## config.mk

```make
export PLATFORM = sky130hd
export DESIGN_NAME = ts_multi_timer
export DESIGN_NICKNAME = d
export VERILOG_FILES = /design/src/rtl/ts_multi_timer.sv
export SDC_FILE = /design/constraint.sdc
export NUM_CORES = 1
export LEC_CHECK = 0
export ABC_AREA = 1
export CAP_MARGIN = 40
export CORE_ASPECT_RATIO = 1.2
export CORE_MARGIN = 2
export CORE_UTILIZATION = 45
export DETAILED_ROUTE_END_ITERATION = 16
export GPL_TIMING_DRIVEN = 0
export PLACE_DENSITY = 0.77
export SYNTH_ARGS = -nofsm -noshare
export SYNTH_HDL_FRONTEND = slang
export SYNTH_SLANG_ARGS = --single-unit
```

## constraint.sdc

```tcl
create_clock -name clock -period 1.49 [get_ports clock]
set_input_delay 0.3725 -clock clock [delete_from_list [all_inputs] [get_ports clock]]
set_output_delay 0.3725 -clock clock [all_outputs]
set_load 0.005 [all_outputs]
```

## src/rtl/ts_multi_timer.sv

```systemverilog
// Multi-channel countdown timer driven by a shared divide-by-DIV prescaler tick.
// Optional auto-reload of periodic channels is enabled by defining TS_MULTI_TIMER_RELOAD_EN.
module ts_multi_timer #(
  parameter int unsigned CHANNELS = 4,
  parameter int unsigned CNT_W    = 16,
  parameter int unsigned DIV      = 1000
) (
  input  logic                      clock,
  input  logic                      reset_n,
  input  logic [CHANNELS-1:0]       start,
  input  logic [CHANNELS*CNT_W-1:0] load_val,
  input  logic [CHANNELS-1:0]       cancel,
  input  logic [CHANNELS-1:0]       ack,
  input  logic [CHANNELS-1:0]       periodic,
  output logic                      tick,
  output logic [CHANNELS-1:0]       busy,
  output logic [CHANNELS-1:0]       done,
  output logic [CHANNELS-1:0]       expired,
  output logic [CHANNELS*CNT_W-1:0] remaining
);

  localparam int unsigned   PW      = (DIV > 1) ? $clog2(DIV) : 1;
  localparam logic [PW-1:0] PRE_MAX = PW'(DIV - 1);

  typedef enum logic {
    IDLE = 1'b0,
    RUN  = 1'b1
  } state_e;

  logic [PW-1:0]                  pre_cnt_q, pre_cnt_d;
  state_e                         state_q [CHANNELS];
  state_e                         state_d [CHANNELS];
  logic [CHANNELS-1:0][CNT_W-1:0] rem_q, rem_d;
  logic [CHANNELS-1:0]            done_q, done_d;
  logic [CHANNELS-1:0]            expired_q, expired_d;

`ifdef TS_MULTI_TIMER_RELOAD_EN
  logic [CHANNELS-1:0][CNT_W-1:0] cap_load_q, cap_load_d;
  logic [CHANNELS-1:0]            cap_per_q, cap_per_d;
`else
  logic unused_periodic;
  assign unused_periodic = ^periodic;
`endif

  assign tick = (pre_cnt_q == PRE_MAX);

  always_comb begin
    pre_cnt_d = (pre_cnt_q == PRE_MAX) ? '0 : pre_cnt_q + 1'b1;
  end

  // Priority per channel: cancel, then start, then tick-driven countdown.
  always_comb begin
    rem_d     = rem_q;
    done_d    = '0;
    expired_d = expired_q;
`ifdef TS_MULTI_TIMER_RELOAD_EN
    cap_load_d = cap_load_q;
    cap_per_d  = cap_per_q;
`endif
    for (int unsigned i = 0; i < CHANNELS; i++) begin
      state_d[i] = state_q[i];
      if (cancel[i]) begin
        state_d[i] = IDLE;
        rem_d[i]   = '0;
      end else if (start[i]) begin
        rem_d[i] = load_val[i*CNT_W +: CNT_W];
`ifdef TS_MULTI_TIMER_RELOAD_EN
        cap_load_d[i] = load_val[i*CNT_W +: CNT_W];
        cap_per_d[i]  = periodic[i];
`endif
        if (load_val[i*CNT_W +: CNT_W] == '0) begin
          state_d[i] = IDLE;
          done_d[i]  = 1'b1;
        end else begin
          state_d[i] = RUN;
        end
      end else if ((state_q[i] == RUN) && tick) begin
        if (rem_q[i] == CNT_W'(1)) begin
          done_d[i] = 1'b1;
`ifdef TS_MULTI_TIMER_RELOAD_EN
          if (cap_per_q[i] && (cap_load_q[i] != '0)) begin
            rem_d[i] = cap_load_q[i];
          end else begin
            state_d[i] = IDLE;
            rem_d[i]   = '0;
          end
`else
          state_d[i] = IDLE;
          rem_d[i]   = '0;
`endif
        end else begin
          rem_d[i] = rem_q[i] - 1'b1;
        end
      end
      // A fresh expiry outranks a simultaneous acknowledge.
      expired_d[i] = done_d[i] | (expired_q[i] & ~ack[i]);
    end
  end

  always_ff @(posedge clock or negedge reset_n) begin
    if (!reset_n) begin
      pre_cnt_q <= '0;
      rem_q     <= '0;
      done_q    <= '0;
      expired_q <= '0;
      for (int unsigned i = 0; i < CHANNELS; i++) begin
        state_q[i] <= IDLE;
      end
`ifdef TS_MULTI_TIMER_RELOAD_EN
      cap_load_q <= '0;
      cap_per_q  <= '0;
`endif
    end else begin
      pre_cnt_q <= pre_cnt_d;
      rem_q     <= rem_d;
      done_q    <= done_d;
      expired_q <= expired_d;
      for (int unsigned i = 0; i < CHANNELS; i++) begin
        state_q[i] <= state_d[i];
      end
`ifdef TS_MULTI_TIMER_RELOAD_EN
      cap_load_q <= cap_load_d;
      cap_per_q  <= cap_per_d;
`endif
    end
  end

  always_comb begin
    busy = '0;
    for (int unsigned i = 0; i < CHANNELS; i++) begin
      busy[i] = (state_q[i] == RUN);
    end
  end

  assign done      = done_q;
  assign expired   = expired_q;
  assign remaining = rem_q;

endmodule

```

==> impl_metrics.json, run 1 <==
{
  "gp_congestion": 0.938,
  "core_sq_um": 13300,
  "power_density_nw_per_um2": 838,
  "synthesis.area_sq_um": 6180,
  "die_x_um": 111,
  "drive_above_1_share_pct": 21.0,
  "cts_buffer_depth": 2,
  "fin_crit_sh_pct": 117,
  "drt-pass1-iter-count": 5,
  "overflow": 0,
  "slew_headroom_pct": 62.7,
  "dpl.hpwl_um": 13200,
  "hold_violations": 0,
  "drc": 0,
  "grt_usage_pct": 26.4,
  "critPathRequiredTime_ps": 1770,
  "setup_ws_ps": -260,
  "grt_max_degree": 48,
  "final_cells": 1453,
  "setup_tns_ps": -13310,
  "cp.arrival_ps": 2030,
  "cts_tree": "yes",
  "crit_type": "flop to flop",
  "cts-buffers-inserted": 9,
  "min_path_type": "primary input to async pin",
  "skew_ps": 9.46,
  "cts.clk_slew.worst_paths_ps": 70,
  "syn-instance-count": 1008,
  "placedCellCount": 1330,
  "synth.top_cell.area_share_pct": 34.8,
  "antenna_found_initial": 0,
  "cap_violations": 0,
  "violations": "negative setup slack",
  "layout_common_cells": "nand2_1 (427), nor2_1 (118), inv_1 (100), buf_4 (88), clkdlybuf4s50_1 (75)",
  "post_drt_via_cell_ratio": 5.05,
  "start_util_pct": 46.5,
  "tightest_slew_ps": 559,
  "slew_viol_final": 0,
  "grt_setup_unrepaired": "true",
  "row_count": 46,
  "syn_to_final_growth_pct": 54.0,
  "end_kind": "flop",
  "peakVddDrop_v": 0.000626,
  "fill_cells": 1118,
  "dpl_worst_slack_ps": -715,
  "dpl_cell_area_sq_um": 7990,
  "hold_buffers": 0,
  "io_buffers": 153,
  "layout_commonest_cell": "nand2_1",
  "antenna_cells": 0,
  "detail_route.iter0.violations": 434,
  "fp.dieArea_sq_um": 14700,
  "seq_area_frac_synth_pct": 34.8,
  "synth_top_cell_by_area": "dfrtp_1",
  "yosys-top-cells-area": "dfrtp_1 (35%), nand2_1 (28%), nor2_1 (8.9%), inv_1 (6.4%), nand3_1 (5.5%)",
  "finalWirelength_um": 20100,
  "vias": 7331,
  "clock_latency_ps": 350,
  "clockRootBuffer": "clkbuf_16",
  "avgSynthCellArea_sq_um": 6.13,
  "setup_viol": 69,
  "leakagePower_uw": 0.00539,
  "io_pins": 159,
  "htreeDepth": 3,
  "finish.instance_area_sq_um": 9510,
  "crit_fanout": 5,
  "run_status": "finished with violations",
  "fin_nets": 1373,
  "yosys_register_bits": 86,
  "route.detailed.wl_per_inst_um": 13.8,
  "yosys_warnings": 0,
  "timing.fmax_ghz": 0.571,
  "grt_pass1_vias": 6902,
  "die_h_um": 132,
  "synth_cell_type_count": 28,
  "drtAntennaViolNets": 0,
  "grt_pass1_wl_um": 32000,
  "startpoint_type": "flop",
  "cts_sinks": 86,
  "finalCriticalPeriod_ps": 1750,
  "synth_nets": 1099
}
## worst max-delay path: stages, from the launching register on
cell and delay (ps):
dfrtp_1 370, ha_2 190, nand2_2 60, inv_2 80
nand4_4 100, buf_6 150, buf_12 130, nor2_8 120
nor2_4 50, nor2_4 170, buf_6 150, nand2_1 60
nand2_1 60
## synth_stat cells, drive strengths merged
cell and count:
nor3 9, o21bai 2, xor2 15, clkbuf 6
ha 9, o21ai 27, and3 2, o22ai 8
nand3 68, nand2 465, nand3b 1, dfrtp 86
nand4 11, a21oi 7, o211ai 1, nor2 160
inv 108, xnor2 11, buf 12
## where the power goes
| part | internal (uW) | total (uW) | leakage, uW | switching (uW) |
|---|---|---|---|---|
| Sequential | 2510 | 2680 | 0.00111 | 163 |
| Combinational | 1340 | 3040 | 0.00416 | 1700 |
| Clock | 1280 | 2260 | 0.000130 | 976 |
## sequential cells by signal, indices dropped and copies added, names as in the netlist
name / flops
busy: 4
pre_cnt_q: 10
remaining: 64
expired: 4
done: 4
## per-layer routing
metal / share of wire (%) / GRT usage [%] / routed length, um
met5: 0 / 0 / 0
met4: 3.1 / 12.0 / 621
met3: 5.9 / 3.91 / 1180
met2: 51 / 47.5 / 10200
met1: 40 / 31.0 / 8080
## stage by stage
stage,total power (uW),hold slack [ps],util (%)
floorplan,4210,76.9,-
global placement,5170,467,59.9
detailed placement,5200,405,60.1
CTS,7790,31.0,69.4
global route,8440,49.0,71.5
finish,7970,7.09,71.5
## layout make-up
cell class	count	area (sq um)	share of cell area, %
sequential	86	2180	22.9
timing repair buffer	263	2390	25.1
clock inverter	4	50.0	0.526
tap	168	210	2.21
multi-input combinational	796	3880	40.8
buffer	18	168	1.76
clock buffer	10	229	2.41
inverter	108	410	4.31
## repair_timing
action / 4_1_cts / 5_1_grt
resized for setup: 189 / 76
pin swaps: 23 / 24
setup endpoints to repair: 148 / 87
setup buffers: 93 / 15
gates cloned: 5 / 1
## logic make-up after synthesis
| family | share of synthesized area, % |
|---|---|
| AOI/OAI and AO/OA | 4.05 |
| and+or+nand+nor | 47.2 |
| DFF | 34.8 |
| adders and majority gates | 1.82 |
| xor gates and xnor gates | 3.69 |
| buffers and inverters | 8.35 |
## final timing paths
check                              from  slack, ps  depth (start not counted)             to
min reg2reg                  expired[1]        480                          2     expired[1]
max reg2reg                pre_cnt_q[0]       -260                         12  remaining[41]
min in group clock           expired[1]        480                          2     expired[1]
max                        pre_cnt_q[0]       -260                         12  remaining[41]
max in group asynchronous       reset_n        810                          2  remaining[29]
min                             reset_n          7                          1  remaining[48]
(Power assumes the default switching activity.)
==> run 2, diff against run 1 <==
- TNS_END_PERCENT: not set -> 20
==> run 2 against run 1 <==
Net effect:
- via count down 6.7%
- critical path type unchanged
- flip-flop and latch count is the same
- design area shrank 9.0%
- clock skew shrank 3.6 ps
- critical path depth stayed put
- count of clock-buffer cells in the layout is the same
- worst setup slack better by 19 ps
- utilization fell by 6.5 points
- global-route usage is 0.92 points lower
- the flow still finishes with violations (negative setup slack)
- combinational power is 18% lower
- routed wire length is 7.0% lower
- maximum frequency rose by 1.1%
==> impl_metrics.json, run 2 (synthesis gave the netlist of run 1 again) <==
{
  "io_pins": 159,
  "slowest_stage": "dfrtp_1",
  "clock_latency_ps": 340,
  "gp_congestion": 0.915,
  "core_sq_um": 13300,
  "die_x_um": 111,
  "timing.rr.start": "pre_cnt_q[0]",
  "finish.instance_area_sq_um": 8650,
  "row_count": 46,
  "hold_ws_ps": 4.42,
  "antenna_cells": 0,
  "cts.clk_slew.worst_paths_ps": 60,
  "clockRootBuffer": "clkbuf_16",
  "finalWirelength_um": 18700,
  "violations": "negative setup slack",
  "setup_ws_ps": -241,
  "cts-buffers-inserted": 9,
  "critPathMaxStageDelay_ps": 360,
  "tightest_slew_ps": 543,
  "grt_pass1_vias": 6588,
  "fin_nets": 1289,
  "cts_tree": "yes",
  "grt_setup_unrepaired": "true",
  "combPwrFrac_pct": 34.1,
  "detail_route.iter0.violations": 332,
  "hold_buffers": 0,
  "finalCriticalPeriod_ps": 1730,
  "timing.fmax_ghz": 0.578,
  "power_density_nw_per_um2": 848,
  "crit_chain": "ha_2 > nand2_2 > inv_2 > nand4_4 > buf_6 > buf_12 > nor2_8 > nor2_4 > nor2_4 > buf_6 > nand2_2 > nand2_1",
  "cap_violations": 0,
  "switching_power_uw": 2660,
  "cts_sinks": 86,
  "drtAntennaViolNets": 0,
  "fill_cells": 1253,
  "internal_power_uw": 4680,
  "dpl.hpwl_um": 13400,
  "cts_buffer_depth": 2,
  "crit_fanout": 6,
  "die_h_um": 132,
  "grt_max_degree": 50,
  "seq_area_sq_um": 2180,
  "startpoint_type": "flop",
  "grt_pass1_wl_um": 30900,
  "p_clk_share_pct": 28.1,
  "route.detailed.wl_per_inst_um": 13.6,
  "swShare_pct": 36.2,
  "start_util_pct": 46.5,
  "hold_violations": 0,
  "post_drt_via_cell_ratio": 4.99,
  "layout_common_cells": "nand2_1 (444), nor2_1 (125), inv_1 (103), clkdlybuf4s50_1 (75), dlygate4sd2_1 (72)",
  "overflow": 0,
  "slew_headroom_pct": 63.8,
  "end_kind": "flop",
  "min_path_type": "primary input to async pin",
  "layout_commonest_cell": "nand2_1",
  "vias": 6841,
  "reg2reg_to": "remaining[41]",
  "crit_type": "flop to flop",
  "drive_above_1_share_pct": 12.8,
  "fp.dieArea_sq_um": 14700,
  "critPathRequiredTime_ps": 1770,
  "run_status": "finished with violations",
  "setup_viol": 68,
  "io_buffers": 153,
  "fin_crit_sh_pct": 116,
  "peakVddDrop_v": 0.000569,
  "syn_to_final_growth_pct": 40.1,
  "antenna_found_initial": 0,
  "cp.arrival_ps": 2010,
  "cp_top_family": "simple AND/OR/NAND/NOR gates",
  "multiInputGateArea_sq_um": 3740,
  "htreeDepth": 3,
  "grt_usage_pct": 25.5,
  "dpl_worst_slack_ps": -737,
  "r2r_slack_ps": -240,
  "reg2reg_depth": 12,
  "drc": 0,
  "slew_viol_final": 0,
  "drt-pass1-iter-count": 5,
  "largest_reg_flops": 64,
  "skew_ps": 5.88,
  "cp_num_buf_inv": 4,
  "dpl_cell_area_sq_um": 7970,
  "p_seq_share_pct": 37.8,
  "leakagePower_uw": 0.00489,
  "setup_tns_ps": -12200
}
==> run 2: cell count changes in the layout (fill, tap and decap cells not counted), sizes merged <==
cell / before / now
buf: 126 / 39
clkinv: 1 / 4
dlygate4sd2: 70 / 72
bufinv: 1 / 0
clkdlybuf4s15: 0 / 1
clkinvlp: 2 / 1
dlymetal6s2s: 4 / 3
nand2: 465 / 466
==> run 2: what timing repair did <==
| action | in CTS | in global routing |
|---|---|---|
| setup endpoints to repair | 148 | 91 |
| cloned | 4 | 1 |
| pin swaps | 18 | 16 |
| buffers inserted | 17 | 3 |
| gates resized for setup | 168 | 36 |
==> run 2: cell type report <==
type                            count  share of cell area, %
Multi-Input combinational cell    797                   43.2
Sequential cell                    86                   25.2
Timing Repair Buffer              178                   19.6
Inverter                          108                   4.71
Clock buffer                       10                   2.65
Tap cell                          168                   2.43
Buffer                             18                   1.89
Clock inverter                      5                  0.318
==> run 2: metal layers <==
metal	vias to the layer above	global-route usage, %	share of wire [%]
li1	3474	-	-
met1	3131	31.9	42
met2	203	44.1	50
met3	33	4.09	5.7
met4	0	10.1	2.1
met5	-	0	0
==> run 2: worst max path at each step <==
| stage | start | slack, ps | cells past startpoint | end |
|---|---|---|---|---|
| after floorplan | pre_cnt_q[1] | -50 | 11 | remaining[10] |
| after global placement | reset_n | -3300 | 1 | remaining[46] |
| after detailed placement | start[2] | -740 | 6 | expired[2] |
| after CTS | pre_cnt_q[0] | -240 | 12 | remaining[36] |
| after global routing | pre_cnt_q[0] | -340 | 12 | remaining[41] |
| final | pre_cnt_q[0] | -240 | 12 | remaining[41] |
==> run 2: worst reg2reg max path, delay by kind of cell, from the launching register on <==
| family | cells | cell delay (ps) |
|---|---|---|
| AND/OR/NAND/NOR | 7 | 620 |
| buffers and inverters | 4 | 520 |
| flip-flops | 1 | 360 |
| adder cells (fa/ha/maj) | 1 | 190 |
==> run 2: power groups by stage <==
stage	Combinational (uW)	Clock (uW)	Sequential, uW
2_1_floorplan	1450	0	2750
3_3_place_gp	2380	0	2790
3_5_place_dp	2410	0	2790
4_1_cts	2440	2120	2760
5_1_grt	2830	2210	2800
6_report	2500	2060	2770
==> run 2: per-stage QoR <==
step / total power, uW / cells / utilization [%]
finish: 7330 / 1370 / 65.1
detailed placement: 5210 / 1330 / 59.9
CTS: 7320 / 1366 / 64.2
global route: 7830 / 1370 / 65.1
floorplan: 4200 / 1008 / -
global placement: 5170 / 1329 / 59.7
==> run 3, diff against run 2 <==
- CORE_UTILIZATION: 45 -> 25
- PLACE_DENSITY: 0.77 -> not set
- clock period: 1.49 -> 1.9 ns (I/O delays scaled with it)
==> run 3 against run 2 <==
Net effect:
- the flow now finishes without violations
- critical path depth fell by 11
- design area rose by 1.3%
- die area rose by 77%
- count of clock-buffer cells in the layout did not move
- worst hold slack improved by 110 ps
- clock skew rose by 3.2 ps
- sequential share of layout area fell by 0.58 points
- via count fell by 1.1%
- flip-flop and latch count did not move
- clock power fell by 5%
- global-route usage fell by 10 points
- first-iteration DRC count fell by 11%
- critical endpoint is now remaining[27]
- largest power group unchanged
==> impl_metrics.json, run 3 (synthesis gave the netlist of run 1 again) <==
{
  "detail_route.iter0.violations": 297,
  "finalWirelength_um": 20200,
  "syn_to_final_growth_pct": 41.9,
  "clockRootBuffer": "clkbuf_16",
  "finalCriticalPeriod_ps": 1860,
  "grt_usage_pct": 15.5,
  "skew_ps": 9.08,
  "fin_nets": 1285,
  "combPwrFrac_pct": 32.4,
  "cp_num_buf_inv": 1,
  "antenna_found_initial": 0,
  "finish.instance_area_sq_um": 8770,
  "antenna_cells": 0,
  "slowest_stage": "clkdlybuf4s50_1",
  "setup_viol": 0,
  "slew_viol_final": 0,
  "route.detailed.wl_per_inst_um": 13.3,
  "internal_power_uw": 3980,
  "p_seq_share_pct": 35.7,
  "cts-buffers-inserted": 9,
  "crit_chain": "clkdlybuf4s50_1",
  "reg2reg_depth": 13,
  "hold_violations": 0,
  "cp.arrival_ps": 1380,
  "row_count": 63,
  "fin_crit_sh_pct": 97.8,
  "start_util_pct": 25.2,
  "cp_top_family": "buffers and inverters",
  "largest_reg_flops": 64,
  "drive_above_1_share_pct": 7.76,
  "tightest_slew_ps": 603,
  "die_x_um": 147,
  "drc": 0,
  "cp_num_cells": 1,
  "critPathRequiredTime_ps": 1420,
  "timing.fmax_ghz": 0.538,
  "overflow": 0,
  "io_buffers": 153,
  "startpoint_type": "flop",
  "cap_violations": 0,
  "drtAntennaViolNets": 0,
  "io_pins": 159,
  "grt_max_degree": 48,
  "grt_setup_unrepaired": "true",
  "run_status": "complete, no violations",
  "dpl.hpwl_um": 14900,
  "swShare_pct": 34.7,
  "critPathMaxStageDelay_ps": 560,
  "p_clk_share_pct": 32.0,
  "core_sq_um": 24500,
  "die_h_um": 176,
  "fp.dieArea_sq_um": 26000,
  "switching_power_uw": 2120,
  "cts_tree": "yes",
  "end_kind": "primary output",
  "power_density_nw_per_um2": 695,
  "layout_common_cells": "nand2_1 (460), clkdlybuf4s50_1 (151), nor2_1 (139), inv_1 (105), dfrtp_1 (80)",
  "gp_congestion": 0.906,
  "fill_cells": 2633,
  "slew_headroom_pct": 59.8,
  "cts_sinks": 86,
  "clock_latency_ps": 350,
  "cts_buffer_depth": 2,
  "vias": 6763,
  "cts.clk_slew.worst_paths_ps": 70,
  "grt_pass1_vias": 6480,
  "crit_fanout": 6,
  "setup_tns_ps": 0,
  "drt-pass1-iter-count": 5,
  "peakVddDrop_v": 0.000358,
  "layout_commonest_cell": "nand2_1",
  "crit_type": "flop to primary output",
  "min_path_type": "primary input to async pin",
  "dpl_cell_area_sq_um": 8140,
  "finalPower_uw": 6090,
  "post_drt_via_cell_ratio": 4.44,
  "htreeDepth": 3,
  "leakagePower_uw": 0.00457,
  "grt_pass1_wl_um": 32500
}
[run 3: power groups by stage]
stage | clock, uW | combinational, uW | sequential (uW)
floorplan | 0 | 1130 | 2160
global placement | 0 | 1880 | 2200
detailed placement | 0 | 1900 | 2200
CTS | 2020 | 1920 | 2170
global route | 2070 | 2240 | 2200
finish | 1950 | 1970 | 2170
[run 3: layer usage]
| layer | vias up | part of all wire, % | GRT usage (%) |
|---|---|---|---|
| met5 | - | 0 | 0 |
| met4 | 0 | 1.6 | 4.69 |
| met3 | 23 | 3.5 | 2.38 |
| met2 | 142 | 50 | 28.3 |
| met1 | 3130 | 45 | 18.7 |
| li1 | 3468 | - | - |
[run 3: worst paths after layout]
| path | start | to | slack (ps) |
|---|---|---|---|
| worst min-delay path | reset_n | remaining[40] | 120 |
| worst max-delay path | remaining[27] | remaining[27] | 40 |
| worst min register to register | expired[2] | expired[2] | 480 |
| max in group asynchronous | reset_n | remaining[58] | 1110 |
| worst max register to register | pre_cnt_q[0] | remaining[26] | 70 |
| min in group clock | expired[2] | expired[2] | 480 |
[run 3: timing repair]
item | CTS | global route
cloned | 0 | 4
hold buffers | 0 | 0
resized for setup | 13 | 48
setup buffers | 6 | 12
setup endpoints to repair | 34 | 65
pin swaps | 3 | 9
endpoints found under the hold margin | 0 | 0
[run 3: final cells by class]
class	count	area (sq um)	share of cell area, %
flip-flops and latches	86	2160	24.6
repair buffers	176	1760	20.0
well taps	325	407	4.64
plain buffers	17	141	1.61
multi-input cells	796	3590	40.9
inverters	108	410	4.68
clock buffers	10	229	2.61
clock inverters	5	75.1	0.856
[run 3: per-stage QoR]
step	worst slack (ps)	utilization (%)	cells	hold WS, ps
floorplan	308	-	1008	179
global placement	-3360	33.1	1486	472
detailed placement	-378	33.2	1487	474
CTS	1.88	34.7	1508	141
global route	-58.9	35.8	1523	164
finish	40.9	35.8	1523	118
